File: config.mk
export PLATFORM = sky130hd
export DESIGN_NAME = mem_ctrl_flat
export DESIGN_NICKNAME = d
export VERILOG_FILES = /design/src/rtl/mem_ctrl_if.sv /design/src/rtl/mem_ctrl.sv /design/src/flat_wrapper.sv
export SDC_FILE = /design/constraint.sdc
export NUM_CORES = 1
export LEC_CHECK = 0
export ABC_AREA = 1
export BUFFER_PORTS_ARGS = -buffer_cell sky130_fd_sc_hd__buf_2
export CAP_MARGIN = 20
export CORE_ASPECT_RATIO = 1.1
export CORE_MARGIN = 10
export CORE_UTILIZATION = 50
export CTS_CLUSTER_DIAMETER = 80
export DETAILED_ROUTE_END_ITERATION = 7
export GPL_TIMING_DRIVEN = 0
export PLACE_DENSITY = 0.7
export SYNTH_ARGS = -nofsm -noshare
export SYNTH_HDL_FRONTEND = slang
export SYNTH_SLANG_ARGS = --single-unit
export TNS_END_PERCENT = 5
File: constraint.sdc
create_clock -name clk -period 6.8 [get_ports clk]
set_clock_uncertainty 0.2 [all_clocks]
set_input_delay 1.02 -clock clk [delete_from_list [all_inputs] [get_ports clk]]
set_output_delay 1.02 -clock clk [all_outputs]
set_load 0.03 [all_outputs]
File: src/rtl/mem_ctrl_if.sv
// Bus bundle between the memory controller and its clients: the byte-wide
// RAM port, the UART back-pressure flag, the instruction-fetch port and the
// load/store port.
interface mem_ctrl_if;
  logic [7:0]  mem_din;
  logic [7:0]  mem_dout;
  logic [31:0] mem_a;
  logic        mem_wr;
  logic        io_buffer_full;

  logic        if_en;
  logic [31:0] if_pc;
  logic        if_done;
  logic [31:0] if_data;

  logic        lsb_en;
  logic        lsb_wr;
  logic [31:0] lsb_addr;
  logic [1:0]  lsb_len;
  logic [31:0] lsb_wdata;
  logic        lsb_done;
  logic [31:0] lsb_rdata;

  // Controller side
  modport slave (
    input  mem_din, io_buffer_full,
    input  if_en, if_pc,
    input  lsb_en, lsb_wr, lsb_addr, lsb_len, lsb_wdata,
    output mem_dout, mem_a, mem_wr,
    output if_done, if_data,
    output lsb_done, lsb_rdata
  );

  // Client / RAM side
  modport master (
    output mem_din, io_buffer_full,
    output if_en, if_pc,
    output lsb_en, lsb_wr, lsb_addr, lsb_len, lsb_wdata,
    input  mem_dout, mem_a, mem_wr,
    input  if_done, if_data,
    input  lsb_done, lsb_rdata
  );
endinterface

File: src/rtl/mem_ctrl.sv
// Byte-serial memory controller: arbitrates instruction fetches and
// load/store requests onto a single 8-bit RAM port, one transaction at a
// time. Reads assemble bytes little-endian; writes to the UART window
// (addr[17:16] == 2'b11) stall while the UART buffer is full.
module mem_ctrl (
  input  logic      clk,
  input  logic      rst,
  input  logic      rdy,
  input  logic      rob_clear,
  mem_ctrl_if.slave bus
);

  localparam logic [1:0] IDLE  = 2'd0;
  localparam logic [1:0] IF_RD = 2'd1;
  localparam logic [1:0] LS_RD = 2'd2;
  localparam logic [1:0] LS_WR = 2'd3;

  logic [1:0]  state_q, state_d;
  logic [2:0]  cnt_q, cnt_d;
  logic [2:0]  len_q, len_d;
  logic [31:0] addr_q, addr_d;
  logic [31:0] wdata_q, wdata_d;
  logic [31:0] buf_q, buf_d;
  logic [31:0] mem_a_q, mem_a_d;
  logic [7:0]  mem_dout_q, mem_dout_d;
  logic        mem_wr_q, mem_wr_d;
  logic        if_done_q, if_done_d;
  logic [31:0] if_data_q, if_data_d;
  logic        lsb_done_q, lsb_done_d;
  logic [31:0] lsb_rdata_q, lsb_rdata_d;

  logic [31:0] byte_addr_s;
  logic [31:0] next_addr_s;
  logic [31:0] buf_cap_s;
  logic [7:0]  wbyte_s;
  logic        io_stall_s;
  logic        accept_s;
  logic        lsb_take_s;

  // cnt counts bytes issued (writes) or cycles spent in the read state
  assign byte_addr_s = addr_q + {29'd0, cnt_q};
  assign next_addr_s = addr_q + {29'd0, cnt_q} + 32'd1;
  assign io_stall_s  = (byte_addr_s[17:16] == 2'b11) && bus.io_buffer_full;
  // The done cycle is spent in IDLE; a still-held enable must not restart
  assign accept_s    = (state_q == IDLE) && !if_done_q && !lsb_done_q;
  // A flush kills a speculative load in the cycle it would be accepted
  assign lsb_take_s  = bus.lsb_en && !(rob_clear && !bus.lsb_wr);

  // Select the store byte addressed by the byte counter
  always_comb begin
    case (cnt_q[1:0])
      2'd0:    wbyte_s = wdata_q[7:0];
      2'd1:    wbyte_s = wdata_q[15:8];
      2'd2:    wbyte_s = wdata_q[23:16];
      2'd3:    wbyte_s = wdata_q[31:24];
      default: wbyte_s = 8'd0;
    endcase
  end

  // Merge the returning RAM byte into the read buffer (byte cnt-1)
  always_comb begin
    buf_cap_s = buf_q;
    case (cnt_q)
      3'd1:    buf_cap_s[7:0]   = bus.mem_din;
      3'd2:    buf_cap_s[15:8]  = bus.mem_din;
      3'd3:    buf_cap_s[23:16] = bus.mem_din;
      3'd4:    buf_cap_s[31:24] = bus.mem_din;
      default: buf_cap_s = buf_q;
    endcase
  end

  // Transaction FSM: next state, RAM port drive and completion pulses
  always_comb begin
    state_d     = state_q;
    cnt_d       = cnt_q;
    len_d       = len_q;
    addr_d      = addr_q;
    wdata_d     = wdata_q;
    buf_d       = buf_q;
    mem_a_d     = mem_a_q;
    mem_dout_d  = mem_dout_q;
    mem_wr_d    = mem_wr_q;
    if_done_d   = 1'b0;
    if_data_d   = if_data_q;
    lsb_done_d  = 1'b0;
    lsb_rdata_d = lsb_rdata_q;
    case (state_q)
      IDLE: begin
        mem_wr_d = 1'b0;
        mem_a_d  = 32'd0;
        cnt_d    = 3'd0;
        buf_d    = 32'd0;
        if (accept_s && lsb_take_s) begin
          addr_d  = bus.lsb_addr;
          len_d   = {1'b0, bus.lsb_len} + 3'd1;
          wdata_d = bus.lsb_wdata;
          if (bus.lsb_wr) begin
            state_d = LS_WR;
            if ((bus.lsb_addr[17:16] == 2'b11) && bus.io_buffer_full) begin
              mem_wr_d = 1'b0;
            end else begin
              mem_a_d    = bus.lsb_addr;
              mem_dout_d = bus.lsb_wdata[7:0];
              mem_wr_d   = 1'b1;
              cnt_d      = 3'd1;
            end
          end else begin
            state_d = LS_RD;
            mem_a_d = bus.lsb_addr;
          end
        end else if (accept_s && bus.if_en) begin
          state_d = IF_RD;
          addr_d  = bus.if_pc;
          len_d   = 3'd4;
          mem_a_d = bus.if_pc;
        end else begin
          state_d = IDLE;
        end
      end
      IF_RD, LS_RD: begin
        if ((state_q == LS_RD) && rob_clear) begin
          state_d = IDLE;
          mem_a_d = 32'd0;
          cnt_d   = 3'd0;
        end else begin
          cnt_d = cnt_q + 3'd1;
          buf_d = buf_cap_s;
          if ((cnt_q + 3'd1) < len_q) begin
            mem_a_d = next_addr_s;
          end else begin
            mem_a_d = 32'd0;
          end
          if (cnt_q == len_q) begin
            state_d = IDLE;
            cnt_d   = 3'd0;
            if (state_q == IF_RD) begin
              if_done_d = 1'b1;
              if_data_d = buf_cap_s;
            end else begin
              lsb_done_d  = 1'b1;
              lsb_rdata_d = buf_cap_s;
            end
          end else begin
            state_d = state_q;
          end
        end
      end
      LS_WR: begin
        if (cnt_q == len_q) begin
          state_d    = IDLE;
          mem_wr_d   = 1'b0;
          mem_a_d    = 32'd0;
          cnt_d      = 3'd0;
          lsb_done_d = 1'b1;
        end else if (io_stall_s) begin
          mem_wr_d = 1'b0;
        end else begin
          mem_a_d    = byte_addr_s;
          mem_dout_d = wbyte_s;
          mem_wr_d   = 1'b1;
          cnt_d      = cnt_q + 3'd1;
        end
      end
      default: begin
        state_d  = IDLE;
        mem_wr_d = 1'b0;
        mem_a_d  = 32'd0;
        cnt_d    = 3'd0;
      end
    endcase
  end

  // State register: reset dominates, rdy low freezes everything
  always_ff @(posedge clk) begin
    if (rst) begin
      state_q     <= IDLE;
      cnt_q       <= 3'd0;
      len_q       <= 3'd0;
      addr_q      <= 32'd0;
      wdata_q     <= 32'd0;
      buf_q       <= 32'd0;
      mem_a_q     <= 32'd0;
      mem_dout_q  <= 8'd0;
      mem_wr_q    <= 1'b0;
      if_done_q   <= 1'b0;
      if_data_q   <= 32'd0;
      lsb_done_q  <= 1'b0;
      lsb_rdata_q <= 32'd0;
    end else if (rdy) begin
      state_q     <= state_d;
      cnt_q       <= cnt_d;
      len_q       <= len_d;
      addr_q      <= addr_d;
      wdata_q     <= wdata_d;
      buf_q       <= buf_d;
      mem_a_q     <= mem_a_d;
      mem_dout_q  <= mem_dout_d;
      mem_wr_q    <= mem_wr_d;
      if_done_q   <= if_done_d;
      if_data_q   <= if_data_d;
      lsb_done_q  <= lsb_done_d;
      lsb_rdata_q <= lsb_rdata_d;
    end
  end

  assign bus.mem_a     = mem_a_q;
  assign bus.mem_dout  = mem_dout_q;
  assign bus.mem_wr    = mem_wr_q;
  assign bus.if_done   = if_done_q;
  assign bus.if_data   = if_data_q;
  assign bus.lsb_done  = lsb_done_q;
  assign bus.lsb_rdata = lsb_rdata_q;

endmodule

File: src/flat_wrapper.sv
// flat-port wrapper written by rule: the top's interface ports become plain ports
module mem_ctrl_flat 
  (clk, rst, rdy, rob_clear, bus_mem_din, bus_io_buffer_full, bus_if_en, bus_if_pc, bus_lsb_en, bus_lsb_wr, bus_lsb_addr, bus_lsb_len, bus_lsb_wdata, bus_mem_dout, bus_mem_a, bus_mem_wr, bus_if_done, bus_if_data, bus_lsb_done, bus_lsb_rdata);
  mem_ctrl_if bus_i ();
  input  logic clk;
  input  logic rst;
  input  logic rdy;
  input  logic rob_clear;
  input wire logic [$bits(bus_i.mem_din)-1:0] bus_mem_din;
  input wire logic [$bits(bus_i.io_buffer_full)-1:0] bus_io_buffer_full;
  input wire logic [$bits(bus_i.if_en)-1:0] bus_if_en;
  input wire logic [$bits(bus_i.if_pc)-1:0] bus_if_pc;
  input wire logic [$bits(bus_i.lsb_en)-1:0] bus_lsb_en;
  input wire logic [$bits(bus_i.lsb_wr)-1:0] bus_lsb_wr;
  input wire logic [$bits(bus_i.lsb_addr)-1:0] bus_lsb_addr;
  input wire logic [$bits(bus_i.lsb_len)-1:0] bus_lsb_len;
  input wire logic [$bits(bus_i.lsb_wdata)-1:0] bus_lsb_wdata;
  output wire logic [$bits(bus_i.mem_dout)-1:0] bus_mem_dout;
  output wire logic [$bits(bus_i.mem_a)-1:0] bus_mem_a;
  output wire logic [$bits(bus_i.mem_wr)-1:0] bus_mem_wr;
  output wire logic [$bits(bus_i.if_done)-1:0] bus_if_done;
  output wire logic [$bits(bus_i.if_data)-1:0] bus_if_data;
  output wire logic [$bits(bus_i.lsb_done)-1:0] bus_lsb_done;
  output wire logic [$bits(bus_i.lsb_rdata)-1:0] bus_lsb_rdata;
  assign bus_i.mem_din = bus_mem_din;
  assign bus_i.io_buffer_full = bus_io_buffer_full;
  assign bus_i.if_en = bus_if_en;
  assign bus_i.if_pc = bus_if_pc;
  assign bus_i.lsb_en = bus_lsb_en;
  assign bus_i.lsb_wr = bus_lsb_wr;
  assign bus_i.lsb_addr = bus_lsb_addr;
  assign bus_i.lsb_len = bus_lsb_len;
  assign bus_i.lsb_wdata = bus_lsb_wdata;
  assign bus_mem_dout = bus_i.mem_dout;
  assign bus_mem_a = bus_i.mem_a;
  assign bus_mem_wr = bus_i.mem_wr;
  assign bus_if_done = bus_i.if_done;
  assign bus_if_data = bus_i.if_data;
  assign bus_lsb_done = bus_i.lsb_done;
  assign bus_lsb_rdata = bus_i.lsb_rdata;
  mem_ctrl u_core (.clk(clk), .rst(rst), .rdy(rdy), .rob_clear(rob_clear), .bus(bus_i));
endmodule
After elaboration in Yosys (flattened, before gate mapping)
Index checks and enable logic that the tools add are counted.

Word-level logic and storage cells: 122. Register bits after elaboration: 211. Input bits: 114. Output and inout port bits: 107.

$add $sub $neg: 4. Bitwise gates (word level): 2. Mux-type cells: 55. $lt $le $gt $ge: 1. Reduce and logical (&&, ||, !) cells: 27. Equality and inequality tests: 20.

Operators with widths (number): $mux W32 (11); $pmux W32 S3 (1); $mux W8 (9); $pmux W32 S2 (1); $add A32 B1 Y32 const B (1); $add A32 B3 Y32 (1); $pmux W8 S4 (1); $mux W3 (8); $mux W1 (16); $pmux W8 S2 (1); $eq A2 B2 Y1 const B (6); $ne A2 B2 Y1 const B (6); $reduce_and A5 Y1 (2); $logic_and A1 B1 Y1 (9); $pmux W3 S3 (1); $reduce_and A3 Y1 (3); $reduce_and A7 Y1 (1); $eq A3 B2 Y1 const B (2); $mux W2 (3); $pmux W2 S3 (1); $reduce_bool A2 Y1 (3); $eq A2 B1 Y1 const B (2); $logic_not A1 Y1 (4); $logic_not A2 Y1 (2); 11 further kinds (14).

Depth between registers and ports, before layout
Gate-level depths: netlist of run 1.

Word-level depth: 7. Depth in mapped cells: 21. Depth with buffers taken out: 21.

Worst setup path after synthesis of run 1
OpenSTA, ideal clock, no wires.

Path type: reg2reg. Start: reg u_core.cnt_q[0]. End: reg u_core.mem_a_q[26], in the netlist u_core.bus.mem_a[26]. Setup slack: 3.944 ns. Cell stages (with the launch flop): 20. Path buffers: 0. Arrival: 2.586 ns. Path through: dfxtp_1 -> ha_1 -> inv_1 -> fa_1 -> inv_1 -> ha_1 -> inv_1 -> nor2_1 -> nand3_1 -> nor2_1 -> nand3_1 -> inv_1 -> nand3_4 -> nor2_2 -> nand2_1 -> nand2_1 -> nand3_1 -> nand2_1 -> nand2_1 -> a21oi_1.

Word-level cells in the longest chain between the ends: 5. Elaborated cells on any way between the ends: 14.

RTL lines: start: declaration (RTL line mem_ctrl.sv:19) `logic [2:0] cnt_q, cnt_d;`; start signal: assignment (RTL line mem_ctrl.sv:191) `cnt_q <= cnt_d;`; $add A32 B3 Y32 / $add A3 B1 Y3 (equally long branches) (RTL line mem_ctrl.sv:41, mem_ctrl.sv:42, mem_ctrl.sv:128); $add A32 B1 Y32, or another cell as far along (RTL line mem_ctrl.sv:42) `assign next_addr_s = addr_q + {29'd0, cnt_q} + 32'd1;`; $mux W32 / $logic_and A1 B1 Y1 (equally long branches) (RTL line mem_ctrl.sv:128, mem_ctrl.sv:43); $mux W32 / $ne A3 B3 Y1 (equally long branches); $pmux W32 S3 / $reduce_and A2 Y1 (equally long branches); end signal: assignment (RTL line mem_ctrl.sv:196) `mem_a_q <= mem_a_d;`; end: declaration (RTL line mem_ctrl.sv:24) `logic [31:0] mem_a_q, mem_a_d;`.

Several ways; a longest one is shown, not always the timed one. The select of a mux whose other input is x is not followed. A chain may end at the register's enable or synchronous reset.

Worst setup path in the final report of run 1
Start: reg u_core.cnt_q[0]. End: reg u_core.mem_a_q[8], in the netlist u_core.bus.mem_a[8].

The elaborated chain is that of the path after synthesis.

==> impl_results.md, run 1 <==
* Int Pwr at 2.367 mW
* Vias in the first global route at ~13000
* Final Max Tran Viols at 0
* Clock sinks at ~210
* Synthesized Nets at around 2000
* CTS tree: yes
* MaxCap Viol Count at 0
* Final period utilization at between 50 and 60%
* Synth Register Bits at between 200 and 250
* Crit path kind: reg -> reg
* Critical path required time at about 7.1 ns
* Status: finished, final reports clean
* Clk slew on worst S/H paths at 0.06 ns
* Min-Delay Path Class: reg -> reg
* Async SR Flop Fraction at 0%
* Finished Core Util at 61.15%
* Area leader, netlist: dfxtp_1
* Post-synthesis simple-gate area fraction at 31.98%
* Slowest-stage cell, CP: dfxtp_1
* Worst flop-to-flop path startpoint: u_core.cnt_q[0]$_SDFFE_PP0P_
* Grt ovf at 0
* Die footprint at between 0.03 and 0.04 mm2
* First-pass GRT wire length at 71920 um
* DRT Pass-1 Iters at 6
* Die Wd at 166.5 um
* Synth Area per Inst at between 6 and 7 um2
* Initial core utilization at 51.12%
* Iter 0 DRT Violations at about 1300
* Gr usage total at 29.09%
* Post-CTS setup buffer count at 0
* Commonest cells post-synth: nand2_1, nor2_1, o21ai_0, dfxtp_1, a21oi_1
* Gate Count Post-Synth at approximately 1900
* Mux cell area share after synthesis at 0%
* WHS Endpoint: u_core.bus.if_data[14]$_SDFFE_PP0P_
* Final ANT Viol Nets at 0
* Switching share of power at approximately a third
* Critical path's largest stage delay at between 0.4 and 0.5 ns
* Reg2Reg Depth at 19
* Row cnt at 58
* Worst rel slew slack at between 40% and 50%
* Total number of vias at approximately 14000
* Worst-Skew Late Latency at roughly 0.54 ns
* Worst VDD drop at between 0.2 and 0.3 mV
* Critical path's most frequent cell: nand2_1
* Largest family of logic cells by synthesized area: simple AND/OR/NAND/NOR gates
* Worst R2R End: u_core.bus.mem_a[8]$_SDFFE_PP0P_
* Most frequent cell after synthesis: nand2_1
* Initial antenna violation count at 4
* Setup crit start kind: register
* CTS Hold Bufs at 0
* Max Fclk at between 200 and 300 MHz
* Crit Path Max Fanout at 10
* Total wire length at 46750 um
* Detailed placement HPWL at ~36000 um
* Setup crit end kind: register
* Final critical-path required period at 3.841 ns
* Crit-path cells: ha_1, inv_1, fa_1, inv_1, nand2_1, nand2_1, nand2_1, nor2_4, nand2_1, nand2_1, nand2_2, nand2_2, nor2_1, nand2_1, nand2_2, inv_2, buf_2, o211ai_1, a21oi_1
* CTS resizes at 0
* Core Area at ~0.023 mm2
* Main synth FF type: dfxtp_1
* Comb power frac at 20.8%
* H-tree Lvls at 1
* Ys Warns at 0
* Residual DRC at 0
* Post-Synth XOR/XNOR Area at less than 1%
* Leak Pwr at between 6 and 7 nW
* Post-synth cell types at 39
* Die H at about 180 um
* Top cells by area in the synthesized netlist: dfxtp_1, nand2_1, o21ai_0, a21oi_1, nor2_1
* Psw at about 1.1 mW
* Actual slew at the worst max-slew pin at between 0.8 and 0.9 ns
* PwrDens at between 200 and 250 mW/mm2
* Final setup vio count at 0
* EDFF count, synth at 0
* HP Start: u_core.bus.if_data[14]$_SDFFE_PP0P_
* Area Overhead vs Synth at 19.62%
* Num ports at roughly 220
* Mapped Area at between 0.01 and 0.015 mm2
* RSZ-0062 raised after global routing: false
* Number of buffers created by CTS at 23
* Via density at roughly 5.7
* Number of port buffers at 220
* WP data arrival at approximately 4.1 ns
* Compound-Gate Fraction of Synth Area at a little over a fifth
* Post-synth top area share at around 36%
* R2R Setup Slk at 2.96 ns
* Max Root-Sink Buffers at 3
* Largest net degree at the start of global routing at 14
* Adder-Cell Fraction of Synth Area at roughly 2.2%
* Register area share after synthesis at 35.81%
* Part of the power in registers at 39.8%
* TNS Setup at 0 ns
* Layout cell share with drive strength beyond 1 at around 15%
* Hold Violations, Final at 0
* CTS root buf: clkbuf_16
* Final nets at between 2000 and 2500
* Clock network fraction of design power at roughly 40%
* Final Wtd Congestion at roughly 0.97
* Wire length per cell at roughly 19 um
* Hold depth at 2
-- how the worst max path moves through the flow --
stage | start | end | cells past startpoint
final | u_core.cnt_q[0]$_SDFFE_PP0P_ | u_core.bus.mem_a[8]$_SDFFE_PP0P_ | 19
after global routing | u_core.cnt_q[0]$_SDFFE_PP0P_ | u_core.bus.mem_a[20]$_SDFFE_PP0P_ | 18
after CTS | u_core.cnt_q[0]$_SDFFE_PP0P_ | u_core.bus.mem_a[8]$_SDFFE_PP0P_ | 19
after detailed placement | u_core.cnt_q[0]$_SDFFE_PP0P_ | u_core.bus.mem_a[20]$_SDFFE_PP0P_ | 18
after global placement | u_core.cnt_q[0]$_SDFFE_PP0P_ | u_core.bus.mem_a[19]$_SDFFE_PP0P_ | 19
after floorplan | u_core.cnt_q[0]$_SDFFE_PP0P_ | u_core.bus.mem_a[26]$_SDFFE_PP0P_ | 19
-- sequential cells by signal, indices dropped and copies added (netlist names), 2 cells and up --
register / cells
u_core.bus.if_data: 32
u_core.cnt_q: 3
u_core.addr_q: 32
u_core.bus.mem_dout: 8
u_core.len_q: 3
u_core.buf_q: 32
u_core.bus.mem_a: 32
u_core.state_q: 2
u_core.bus.lsb_rdata: 32
u_core.wdata_q: 32
-- routing by layer --
layer | GRT usage, % | up-vias | routed length, um
li1 | - | 6622 | -
met1 | 38.87 | 6335 | 19740
met2 | 45.84 | 781 | 20530
met3 | 5.839 | 104 | 5046
met4 | 9.736 | 0 | 1426
met5 | 0 | - | 0
-- worst max-delay path: cells and delay by family (launching register included) --
kind,cells,cell delay (ns)
DFF,1,0.46
and+or+nand+nor,11,1.39
AOI/OAI and AO/OA,2,0.34
adders and majority gates,2,0.73
buffers and inverters,4,0.64
-- cell families after synthesis --
family          after synthesis
compound gates              472
xor+xnor                      4
fa+ha+maj                    20
buf+inv                     263
flops                       211
simple gates                889
-- power by group through the flow --
stage | registers (mW) | logic, mW | clock network [mW]
4_1_cts | 1.39 | 0.711 | 1.39
3_3_place_gp | 1.41 | 0.698 | 0
2_1_floorplan | 1.46 | 0.397 | 0
3_5_place_dp | 1.41 | 0.707 | 0
5_1_grt | 1.40 | 0.793 | 1.43
6_report | 1.39 | 0.728 | 1.38
-- cell usage in the layout (no fill, tap or decap), types with 2 or more instances in the layout --
cell type / instances
nand3_2: 2
clkbuf_1: 93
clkinv_2: 3
inv_1: 154
clkbuf_16: 23
xor2_1: 2
inv_2: 9
nor2_4: 11
xnor2_1: 2
bufinv_16: 4
a21oi_1: 175
nand3_1: 134
clkbuf_8: 6
nor2_1: 216
o22ai_1: 27
and2_1: 3
nand2_2: 20
nor2_2: 11
or2_2: 2
nor3_1: 6
a211oi_1: 6
diode_2: 4
o211ai_1: 5
nand3b_1: 4
o221ai_1: 8
buf_2: 227
o21ai_0: 212
nand4_1: 9
a31oi_1: 34
dfxtp_1: 211
buf_1: 2
ha_1: 19
nand2_1: 468
-- metrics by stage --
step	instances	power (mW)	hold slack (ns)	instance area, um2	setup WS (ns)
detailed placement	2379	2.120	0.2344	13270	3.033
CTS	2420	3.484	0.2429	14100	3.011
global placement	2379	2.110	0.2302	13270	3.057
finish	2424	3.498	0.2429	14110	2.959
floorplan	1859	1.855	0.2413	11800	3.944
global route	2424	3.623	0.2705	14110	2.718
-- cell type report --
cell class	count	area (um2)
multi-input cells	1385	6573
diodes	4	10.01
inverters	164	615.6
clock inverters	8	155.1
plain buffers	99	384.1
fillers	2329	8966
well taps	300	375.4
repair buffers	220	1101
flip-flops and latches	211	4224
clock buffers	33	673.1
Power figures use the tool's default switching activity.
==> run 2, diff against run 1 <==
==> constraint.sdc (replaced) <==
create_clock -name clk -period 3.88 [get_ports clk]
set_clock_uncertainty 0.2 [all_clocks]
set_input_delay 0.582 -clock clk [delete_from_list [all_inputs] [get_ports clk]]
set_output_delay 0.582 -clock clk [all_outputs]
set_load 0.03 [all_outputs]
==> impl_results.md, run 2 (synthesized netlist as in run 1, its figures left out) <==
* RSZ-0062 raised after global routing: false (unchanged)
* Hold depth at 3 (was 2)
* Layout cell share with drive strength beyond 1 at 15.55% (was 15.24%)
* Number of port buffers at 220 (unchanged)
* Gr usage total at 29.09% (unchanged)
* Actual slew at the worst max-slew pin at 0.8237 ns (was 0.8341 ns)
* Final nets at 2240 (was 2238)
* Worst VDD drop at 0.4592 mV (was 0.2630 mV)
* Critical path required time at 4.15 ns (was 7.06 ns)
* DRT Pass-1 Iters at 6 (unchanged)
* HP Start: bus_lsb_wdata[10] (was u_core.bus.if_data[14]$_SDFFE_PP0P_)
* Num ports at 221 (unchanged)
* Number of buffers created by CTS at 23 (unchanged)
* R2R Setup Slk at 0.25 ns (was 2.96 ns)
* Final critical-path required period at 3.632 ns (was 3.841 ns)
* Final Max Tran Viols at 0 (unchanged)
* Slowest-stage cell, CP: dfxtp_1 (unchanged)
* Worst-Skew Late Latency at 0.54 ns (about the same)
* Core Area at 0.02308 mm2 (unchanged)
* Final setup vio count at 0 (unchanged)
* Final Wtd Congestion at 0.9701 (unchanged)
* WHS Endpoint: u_core.wdata_q[10]$_SDFFE_PP0P_ (was u_core.bus.if_data[14]$_SDFFE_PP0P_)
* Setup crit end kind: register (unchanged)
* Clk slew on worst S/H paths at 0.06 ns (about the same)
* Initial core utilization at 51.12% (unchanged)
* Iter 0 DRT Violations at 1360 (was 1319)
* Critical path's largest stage delay at 0.49 ns (was 0.46 ns)
* Detailed placement HPWL at 36440 um (unchanged)
* Worst R2R End: u_core.bus.mem_a[25]$_SDFFE_PP0P_ (was u_core.bus.mem_a[8]$_SDFFE_PP0P_)
* CP delay by family, top: simple AND/OR/NAND/NOR gates (unchanged)
* Stages on worst setup path at 20 (was 19)
* Multi-input logic area at 0.006585 mm2 (was 0.006573 mm2)
* Via density at 5.692 (was 5.710)
* CTS tree: yes (unchanged)
* Commonest non-fill, non-tap cell in the layout: nand2_1 (unchanged)
* Final ANT Viol Nets at 0 (unchanged)
* Max Root-Sink Buffers at 3 (unchanged)
* Register area at 0.004225 mm2 (was 0.004224 mm2)
* Crit Path Max Fanout at 5 (was 10)
* Crit-path cells: inv_1, fa_1, inv_1, nand2_1, nand2_1, nand2_1, nor2_4, buf_4, nand3_1, nand2_1, nand2_1, nor2_2, inv_2, nor2_4, nand2_1, nand2_1, nand3_1, nand2_1, nand2_1, a21oi_1 (was ha_1, inv_1, fa_1, inv_1, nand2_1, nand2_1, nand2_1, nor2_4, nand2_1, nand2_1, nand2_2, nand2_2, nor2_1, nand2_1, nand2_2, inv_2, buf_2, o211ai_1, a21oi_1)
* Reg2Reg Depth at 20 (was 19)
* Die H at 181.1 um (unchanged)
* Critical path's most frequent cell: nand2_1 (unchanged)
* Worst flop-to-flop path startpoint: u_core.cnt_q[1]$_SDFFE_PP0P_ (was u_core.cnt_q[0]$_SDFFE_PP0P_)
* Residual DRC at 0 (unchanged)
* H-tree Lvls at 1 (unchanged)
* First-pass GRT wire length at 71920 um (unchanged)
* Max Fclk at 275.3 MHz (was 260.3 MHz)
* Initial antenna violation count at 4 (unchanged)
* Vias in the first global route at 12990 (unchanged)
* CTS root buf: clkbuf_16 (unchanged)
* Most frequent cells in the layout: nand2_1, buf_2, nor2_1, o21ai_0, dfxtp_1 (unchanged)
* PwrDens at 432.9 mW/mm2 (was 247.9 mW/mm2)
* TNS Setup at 0 ns (unchanged)
* Crit path kind: reg -> reg (unchanged)
* Wire length per cell at 19.19 um (was 19.29 um)
* Largest net degree at the start of global routing at 14 (unchanged)
* CP bufs+invs at 4 (unchanged)
* Setup crit start kind: register (unchanged)
* Total wire length at 46560 um (was 46750 um)
* Final period utilization at 93.62% (was 56.49%)
* Total number of vias at 13810 (was 13840)
* WP data arrival at 3.90 ns (was 4.10 ns)
* MaxCap Viol Count at 0 (unchanged)
* Leak Pwr at 6.208 nW (was 6.195 nW)
* Worst rel slew slack at 45.09% (was 44.39%)
* Clock sinks at 211 (unchanged)
* Die Wd at 166.5 um (unchanged)
* Min-Delay Path Class: in -> reg (was reg -> reg)
* Area Overhead vs Synth at 19.88% (was 19.62%)
* Tot Pwr at 6.122 mW (was 3.498 mW)
* Status: finished, final reports clean (unchanged)
* Die footprint at 0.03014 mm2 (unchanged)
* CTS Hold Bufs at 0 (unchanged)
* Grt ovf at 0 (unchanged)
* # fillers at 2325 (was 2329)
* Hold Violations, Final at 0 (unchanged)
* Row cnt at 58 (unchanged)
==> run 2: cell type report <==
type | instances | area share [%]
Clock buffer | 33 | 4.760
Timing Repair Buffer | 222 | 7.892
Antenna cell | 4 | 0.07078
Tap cell | 300 | 2.654
Buffer | 99 | 2.725
Multi-Input combinational cell | 1385 | 46.57
Inverter | 164 | 4.353
Sequential cell | 211 | 29.88
Clock inverter | 8 | 1.097
==> run 2: worst register-to-register path: stages (launching register included) <==
cell,delay (ns)
dfxtp_1,0.49
inv_1,0.22
fa_1,0.46
inv_1,0.09
nand2_1,0.10
nand2_1,0.09
nand2_1,0.13
nor2_4,0.19
buf_4,0.16
nand3_1,0.06
nand2_1,0.18
nand2_1,0.18
nor2_2,0.20
inv_2,0.07
nor2_4,0.16
nand2_1,0.07
nand2_1,0.06
nand3_1,0.06
nand2_1,0.10
nand2_1,0.13
a21oi_1,0.15
==> run 2: where the power goes <==
part	internal, mW	total [mW]	switching [mW]
logic	0.353	1.27	0.921
registers	2.32	2.44	0.118
clock network	1.48	2.41	0.933
==> run 2: per-layer routing <==
layer	vias up	GRT usage [%]	wire length, um
met5	-	0	0
met4	0	9.736	1443
met3	108	5.839	4955
met2	729	45.84	20450
met1	6349	38.87	19710
li1	6624	-	-
==> run 2: how the worst max path moves through the flow <==
| stage | end | start | slack (ns) |
|---|---|---|---|
| after floorplan | u_core.bus.mem_a[26]$_SDFFE_PP0P_ | u_core.cnt_q[0]$_SDFFE_PP0P_ | 1.02 |
| after global placement | u_core.bus.mem_a[19]$_SDFFE_PP0P_ | u_core.cnt_q[0]$_SDFFE_PP0P_ | 0.14 |
| after detailed placement | u_core.bus.mem_a[20]$_SDFFE_PP0P_ | u_core.cnt_q[0]$_SDFFE_PP0P_ | 0.11 |
| after CTS | u_core.bus.mem_a[8]$_SDFFE_PP0P_ | u_core.cnt_q[0]$_SDFFE_PP0P_ | 0.09 |
| after global routing | u_core.bus.mem_a[23]$_SDFFE_PP0P_ | u_core.cnt_q[1]$_SDFFE_PP0P_ | 0.08 |
| final | u_core.bus.mem_a[25]$_SDFFE_PP0P_ | u_core.cnt_q[1]$_SDFFE_PP0P_ | 0.25 |
==> run 2: stage by stage <==
stage | instances | util, % | setup WS (ns) | hold WS [ns] | cell area [um2]
2_1_floorplan | 1859 | - | 1.024 | 0.2413 | 11800
5_1_grt | 2426 | 61.28 | 0.07710 | 0.08429 | 14140
3_5_place_dp | 2379 | 57.51 | 0.1127 | 0.2344 | 13270
6_report | 2426 | 61.28 | 0.2477 | 0.07077 | 14140
4_1_cts | 2420 | 61.10 | 0.09083 | 0.06332 | 14100
3_3_place_gp | 2379 | 57.51 | 0.1368 | 0.2302 | 13270
==> run 2: what timing repair did <==
action                     in CTS  in global routing
resized for setup               0                  7
setup endpoints to repair       0                 31
buffers inserted                0                  2
